## src/rtl/dmem_bridge.sv

```systemverilog
// Bridges the CPU MEM stage to a single-master Wishbone-style bus.
// Handles byte/half/word lanes, sign/zero extension, misalignment traps and bus timeouts.
module dmem_bridge #(
  parameter int unsigned TIMEOUT_CYCLES = 255
) (
  input  logic        clk,
  input  logic        rst,
  input  logic        mem_ren,
  input  logic        mem_wen,
  input  logic [1:0]  mem_type,
  input  logic        mem_ext,
  input  logic [31:0] mem_addr,
  input  logic [31:0] mem_dout,
  output logic [31:0] mem_din,
  output logic        mem_stall,
  output logic        mem_unalign,
  output logic        bus_error,
  output logic        wb_cyc,
  output logic        wb_stb,
  output logic        wb_we,
  output logic [31:0] wb_addr,
  output logic [3:0]  wb_sel,
  output logic [31:0] wb_dout,
  input  logic [31:0] wb_din,
  input  logic        wb_ack
);

  typedef enum logic [1:0] {IDLE, BUSY, DONE} state_t;

  localparam logic [7:0] TMO_LAST = 8'(TIMEOUT_CYCLES - 1);

  state_t      state, state_next;
  logic        req;
  logic        misaligned;
  logic        start;
  logic        finish_ack;
  logic        finish_tmo;
  logic [3:0]  sel_calc;
  logic [31:0] wdata_calc;
  logic [7:0]  tmo_cnt;
  logic [1:0]  lat_type;
  logic        lat_ext;
  logic [1:0]  lat_lane;
  logic [7:0]  rd_byte;
  logic [15:0] rd_half;
  logic [31:0] rd_fmt;
  logic [31:0] result;

  assign req     = mem_ren | mem_wen;
  assign mem_din = (state == DONE) ? result : 32'h0;

  always_comb begin
    misaligned = 1'b0;
    sel_calc   = 4'b1111;
    wdata_calc = mem_dout;
    case (mem_type)
      2'd0: begin
        sel_calc   = 4'b0001 << mem_addr[1:0];
        wdata_calc = {4{mem_dout[7:0]}};
      end
      2'd1: begin
        misaligned = mem_addr[0];
        sel_calc   = mem_addr[1] ? 4'b1100 : 4'b0011;
        wdata_calc = {2{mem_dout[15:0]}};
      end
      default: misaligned = (mem_addr[1:0] != 2'b00);
    endcase
  end

  // Lane extraction uses the latched address/type so the CPU may change inputs during BUSY
  always_comb begin
    rd_byte = wb_din[7:0];
    case (lat_lane)
      2'd1:    rd_byte = wb_din[15:8];
      2'd2:    rd_byte = wb_din[23:16];
      2'd3:    rd_byte = wb_din[31:24];
      default: rd_byte = wb_din[7:0];
    endcase
    rd_half = lat_lane[1] ? wb_din[31:16] : wb_din[15:0];
    case (lat_type)
      2'd0:    rd_fmt = {{24{lat_ext & rd_byte[7]}}, rd_byte};
      2'd1:    rd_fmt = {{16{lat_ext & rd_half[15]}}, rd_half};
      default: rd_fmt = wb_din;
    endcase
  end

  always_ff @(posedge clk or posedge rst) begin
    if (rst) state <= IDLE;
    else     state <= state_next;
  end

  always_comb begin
    state_next  = state;
    mem_stall   = 1'b0;
    mem_unalign = 1'b0;
    start       = 1'b0;
    finish_ack  = 1'b0;
    finish_tmo  = 1'b0;
    case (state)
      IDLE: begin
        if (req) begin
          if (misaligned) begin
            mem_unalign = 1'b1;
          end else begin
            mem_stall  = 1'b1;
            start      = 1'b1;
            state_next = BUSY;
          end
        end
      end
      BUSY: begin
        mem_stall = 1'b1;
        if (wb_ack) begin
          finish_ack = 1'b1;
          state_next = DONE;
        end else if (tmo_cnt == TMO_LAST) begin
          finish_tmo = 1'b1;
          state_next = DONE;
        end
      end
      DONE:    state_next = IDLE;
      default: state_next = IDLE;
    endcase
  end

  always_ff @(posedge clk or posedge rst) begin
    if (rst) begin
      wb_cyc    <= 1'b0;
      wb_stb    <= 1'b0;
      wb_we     <= 1'b0;
      wb_addr   <= 32'h0;
      wb_sel    <= 4'h0;
      wb_dout   <= 32'h0;
      tmo_cnt   <= 8'h0;
      lat_type  <= 2'd0;
      lat_ext   <= 1'b0;
      lat_lane  <= 2'd0;
      result    <= 32'h0;
      bus_error <= 1'b0;
    end else begin
      bus_error <= finish_tmo;
      if (start) begin
        wb_cyc   <= 1'b1;
        wb_stb   <= 1'b1;
        wb_we    <= mem_wen;
        wb_addr  <= {mem_addr[31:2], 2'b00};
        wb_sel   <= sel_calc;
        wb_dout  <= wdata_calc;
        lat_type <= mem_type;
        lat_ext  <= mem_ext;
        lat_lane <= mem_addr[1:0];
        tmo_cnt  <= 8'h0;
      end else if (finish_ack || finish_tmo) begin
        wb_cyc <= 1'b0;
        wb_stb <= 1'b0;
        result <= (finish_ack && !wb_we) ? rd_fmt : 32'h0;
      end else if (state == BUSY) begin
        tmo_cnt <= tmo_cnt + 8'd1;
      end
    end
  end

endmodule

```

## config.mk

```make
export PLATFORM = sky130hd
export DESIGN_NAME = dmem_bridge
export DESIGN_NICKNAME = d
export VERILOG_FILES = /design/src/rtl/dmem_bridge.sv
export SDC_FILE = /design/constraint.sdc
export NUM_CORES = 1
export LEC_CHECK = 0
export CAP_MARGIN = 20
export CORE_MARGIN = 10
export CORE_UTILIZATION = 45
export DETAILED_ROUTE_END_ITERATION = 16
export PLACE_DENSITY_LB_ADDON = 0.2
export RECOVER_POWER = 50
export REMOVE_ABC_BUFFERS = 1
export SYNTH_ARGS = -nofsm -noshare
export SYNTH_HDL_FRONTEND = slang
export SYNTH_SLANG_ARGS = --single-unit
```

## constraint.sdc

```tcl
create_clock -name clk -period 5.5 [get_ports clk]
set_input_delay 1.65 -clock clk [delete_from_list [all_inputs] [get_ports clk]]
set_output_delay 1.65 -clock clk [all_outputs]
set_load 0.01 [all_outputs]
```

# Yosys cells after proc, flatten, opt, wreduce, memory -nomap -nowiden
# Index checks and enable logic that the tools add are counted.
# W data, S select, Z words.
dict set report totals {
  out_inout_bits 106
  reg_bits 116
  input_bits 104
}
dict set report op_classes {
  n_mux 31
  n_eq_ne 12
  reduce_logical 12
  shifts 1
  bitwise 4
  n_addsub 1
}
# operator n
set op_table {}
lappend op_table {{$pmux W32 S2} 2}
lappend op_table {{$mux W32} 2}
lappend op_table {{$mux W8} 3}
lappend op_table {{$pmux W8 S3} 1}
lappend op_table {{$mux W16} 1}
lappend op_table {{$mux W1} 13}
lappend op_table {{$add A8 B1 Y8 const B} 1}
lappend op_table {{$eq A2 B1 Y1 const B} 4}
lappend op_table {{$eq A8 B8 Y1 const B} 1}
lappend op_table {{$mux W2} 4}
lappend op_table {{$pmux W4 S2} 1}
lappend op_table {{$eq A2 B2 Y1 const B} 3}
lappend op_table {{$logic_not A2 Y1} 3}
lappend op_table {{$ne A2 B2 Y1 const B} 3}
lappend op_table {{$reduce_bool A2 Y1} 3}
lappend op_table {{$mux W4} 1}
lappend op_table {{$pmux W1 S2} 2}
lappend op_table {{$pmux W2 S2} 1}
lappend op_table {{$reduce_and A2 Y1} 2}
lappend op_table {{$shl A1 B2 Y4 const A} 1}
lappend op_table {{$ne A3 B3 Y1 const B} 1}
lappend op_table {{$reduce_and A3 Y1} 1}
lappend op_table {{$and A1 B1 Y1} 2}
lappend op_table {{$logic_and A1 B1 Y1} 1}
lappend op_table {{other kinds (4)} 4}

# Depth between registers and ports, before layout
dict set report logic_depth {
  word_depth 7
  ltp_mapped 7
}

# Worst setup path after synthesis
# Ideal clock, no wire load.
dict set report synth_timing {
  kind {input to output}
  from {input mem_addr[0]}
  to {output mem_stall}
  n_path_buf 1
  stages 5
  path_slack_ns 1.437
  t_arrival_ns 2.413
  cell_sequence {buf_2 > a21oi_1 > or2_2 > a21oi_1 > nor2_1}
}
dict set report synth_via {
  elab_chain_cells 5
}
# element line
set synth_rtl {}
lappend synth_rtl {{from (decl)} 12} ;# input logic [31:0] mem_addr,
lappend synth_rtl {{$reduce_bool A2 Y1} 66} ;# default: misaligned = (mem_addr[1:0] != 2'b00);
lappend synth_rtl {{$pmux W1 S2 (*)} 56} ;# case (mem_type)
lappend synth_rtl {{$mux W1 (*)} 102} ;# if (misaligned) begin
lappend synth_rtl {{$mux W1 (*)} 101} ;# if (req) begin
lappend synth_rtl {{$pmux W1 S2 (*)} 99} ;# case (state)
lappend synth_rtl {{to (decl)} 15} ;# output logic mem_stall,
# Every way passes the cells marked *; elsewhere a longest branch is shown, timed or not.

# Worst setup path after layout
dict set report layout_timing {
  from {input mem_addr[1]}
  to {output mem_stall}
}
dict set report layout_via {
  elab_chain_cells 5
}
# element line
set layout_rtl {}
lappend layout_rtl {{$reduce_bool A2 Y1} 66}
lappend layout_rtl {{$pmux W1 S2} 56}
lappend layout_rtl {{$mux W1} 102}
lappend layout_rtl {{$mux W1} 101}
lappend layout_rtl {{$pmux W1 S2} 99}
# Every way passes these cells.

==> run summary <==
Setup tns final -> 0 ns
Type of the most critical hold path -> reg -> reg
Routed WL -> 17900 um
FF+latch count, synth -> 116
DRT Pass-1 Iters -> 4
Internal power -> 0.00284 W
Final setup margin -> 0.357 ns
Top-count cell post-synth -> dfrtp_1
Status -> finished with violations
Sequential element share of the synthesized area -> 50.1%
P_sw -> 0.00132 W
Count of final setup violators -> 0
WP data required -> 3.85 ns
Post-CTS setup repair buffer count -> 0
Main combinational cell family by area after synthesis -> multiplexers
Vias in the first global route -> 5292
CTS resizes -> 0
Die area -> 17800 um2
Hold_buf cts -> 0
Fraction of layout cells with a size suffix above 1 -> 13.5%
Register area -> 2900 um2
Multiplexer share of the synthesized area -> 15.5%
Slew HR -> -107%
Placer Congestion -> 0.872
Complex-gate fraction of the synthesized area -> 15.1%
H-tree levels -> 4
Mapped Cells -> 535
Starting Density -> 45.9%
CP Capture Type -> output port
Num CTS Buffers -> 17
First-pass GRT wire length -> 29000 um
Average size of a mapped cell -> 10.8 um2
Hold Fails Final Rpt -> 0
Remaining antenna violation count -> 0
Io pins -> 210
Ys Warns -> 0
Synth area leaders -> dfrtp_1, mux2_2, mux2i_1
Pin count of the biggest net entering global routing -> 69
Async set-reset flop share out of synthesis -> 100%
Via density -> 5.37
Row count -> 41
Net Sw Frac -> 31.7%
Total power -> 0.00416 W
Clk slew on worst S/H paths -> 0.05 ns
Dominant cell type by area after synthesis -> dfrtp_1
Clock Path Buffers -> 2
Multi-input gate area -> 2660 um2
Port bufs -> 207
CTS tree -> built
Slew Limit Fails -> 134
Dominant synthesized flop cell -> dfrtp_1
Die height -> 133 um
WP data arrival -> 3.49 ns
Die W -> 133 um
Total grt overflow -> 0
Failing checks -> max-capacitance violations, max-slew violations
Worst skew pair latency -> 0.41 ns
Iter 0 DRT Violations -> 341
Critical path peak fanout -> 6
Pwr Density -> 483 nW/um2
Pre-CTS setup slack -> 0.463 ns
Actual slew at the worst max-slew pin -> 3.09 ns
CTS Root Buffer Type -> clkbuf_16
Final worst path period need -> 5.14 ns
Crit path launch type -> input port
Flop pwr share -> 35.3%
Post-synthesis simple-gate area fraction -> 14.1%
Adder and majority cell fraction of the synthesized area -> 0.432%
DRC viols -> 0
Clock skew -> 0.00824 ns
Initial antenna violation count -> 1
Unrepaired setup endpoints after global routing -> false
Highest Clock Rate -> 194 MHz
Total GRT Usage -> 20.4%
Synthesis-to-layout area growth -> 48.7%
Peak VDD IR -> 290 uV
CORE AREA -> 12600 um2
Clock power share -> 27.8%
Logic pwr share -> 36.8%
Number of synthesized flops with an enable pin -> 0
MaxCap Viol Count -> 3
Nets -> 840
Filler cells -> 1000
Synth unique cells -> 52
Post-synth top cells -> dfrtp_1, mux2_2, o21ai_0
Wire per inst -> 19.5 um
# clock sinks -> 116
Total number of vias -> 4939
Hpwl dp -> 12900 um
Post-synthesis xor/xnor area fraction -> 0.453%
Cell area after synthesis -> 5790 um2
Static leakage -> 3.73 nW
Crit path kind -> in -> out
Yosys top cell area share -> 50.1%
Final period util -> 93.5%
cell type report:
cell class | instances | share of cell area (%)
clock buffers | 24 | 5.94
clock inverters | 8 | 1.39
well taps | 172 | 2.50
flip-flops and latches | 116 | 33.7
diodes | 1 | 0.0290
inverters | 14 | 0.624
multi-input cells | 367 | 30.8
repair buffers | 218 | 25.0
cells in the final DEF, fill, tap and decap left out, types with 4 or more instances in the layout:
| cell | count |
|---|---|
| clkdlybuf4s50_1 | 176 |
| dfrtp_1 | 116 |
| mux2_2 | 44 |
| o21ai_0 | 42 |
| nand2_1 | 35 |
| and2_1 | 34 |
| dlygate4sd3_1 | 31 |
| nor2_1 | 27 |
| mux2i_1 | 27 |
| a21oi_1 | 18 |
| clkbuf_16 | 17 |
| nand2b_1 | 16 |
| a22o_1 | 16 |
| inv_1 | 13 |
| a21o_1 | 12 |
| a31oi_1 | 11 |
| nand3_1 | 11 |
| mux4_2 | 6 |
| o22ai_1 | 6 |
| a221o_1 | 6 |
| o2bb2ai_1 | 6 |
| clkbuf_8 | 6 |
| buf_4 | 6 |
| nor2b_1 | 5 |
| nand4_1 | 5 |
| or2_2 | 4 |
per-stage QoR:
stage	cell area, um2	std cells	hold slack, ns	util [%]
detailed placement	8010	887	0.458	63.4
finish	8620	920	0.467	68.3
global route	8620	919	0.491	68.3
global placement	8010	887	0.452	63.4
floorplan	5610	497	0.441	-
CTS	8640	919	0.470	68.5
final timing paths:
check                                 start           to  slack (ns)  depth (start not counted)
max in group asynchronous               rst  wb_dout[17]        1.18                          3
worst min-delay path              result[8]    result[8]        0.47                          1
worst max register to register   tmo_cnt[0]   result[28]        2.77                          7
worst max-delay path            mem_addr[1]    mem_stall        0.36                          6
worst min register to register    result[8]    result[8]        0.47                          1
min in group asynchronous               rst   wb_addr[6]        2.57                          2
cells by family after synthesis:
family / after synthesis
mux: 77
fa+ha+maj: 2
simple gates: 152
other cells: 1
compound gates: 131
flops: 116
xor+xnor: 3
buf+inv: 53
sequential cells by signal, indices dropped and copies added, names as in the netlist:
signal / count
bus_error: 1
lat_ext: 1
lat_lane: 2
lat_type: 2
result: 32
state: 2
tmo_cnt: 8
wb_addr: 30
wb_dout: 32
wb_sel: 4
wb_stb: 1
wb_we: 1
routing by layer:
metal | vias up | GRT usage, % | routed length, um
met5 | - | 0 | 0
met1 | 2415 | 22.9 | 6940
met3 | 16 | 11.7 | 2120
met4 | 0 | 6.29 | 211
li1 | 2307 | - | -
met2 | 201 | 32.3 | 8630
power groups by stage:
stage / Clock [W] / Sequential (W) / Combinational, W
after floorplan: 0 / 0.00156 / 0.000642
after global placement: 0 / 0.00146 / 0.00155
after detailed placement: 0 / 0.00148 / 0.00157
after CTS: 0.00118 / 0.00148 / 0.00159
after global routing: 0.00122 / 0.00153 / 0.00168
final: 0.00116 / 0.00147 / 0.00153
worst max-delay path, stage by stage:
cell	delay, ns
dlygate4sd3_1	0.62
nor2_1	0.32
or2_2	0.20
a21oi_1	0.06
nor2_1	0.09
clkdlybuf4s50_1	0.55
Power figures use the tool's default switching activity.
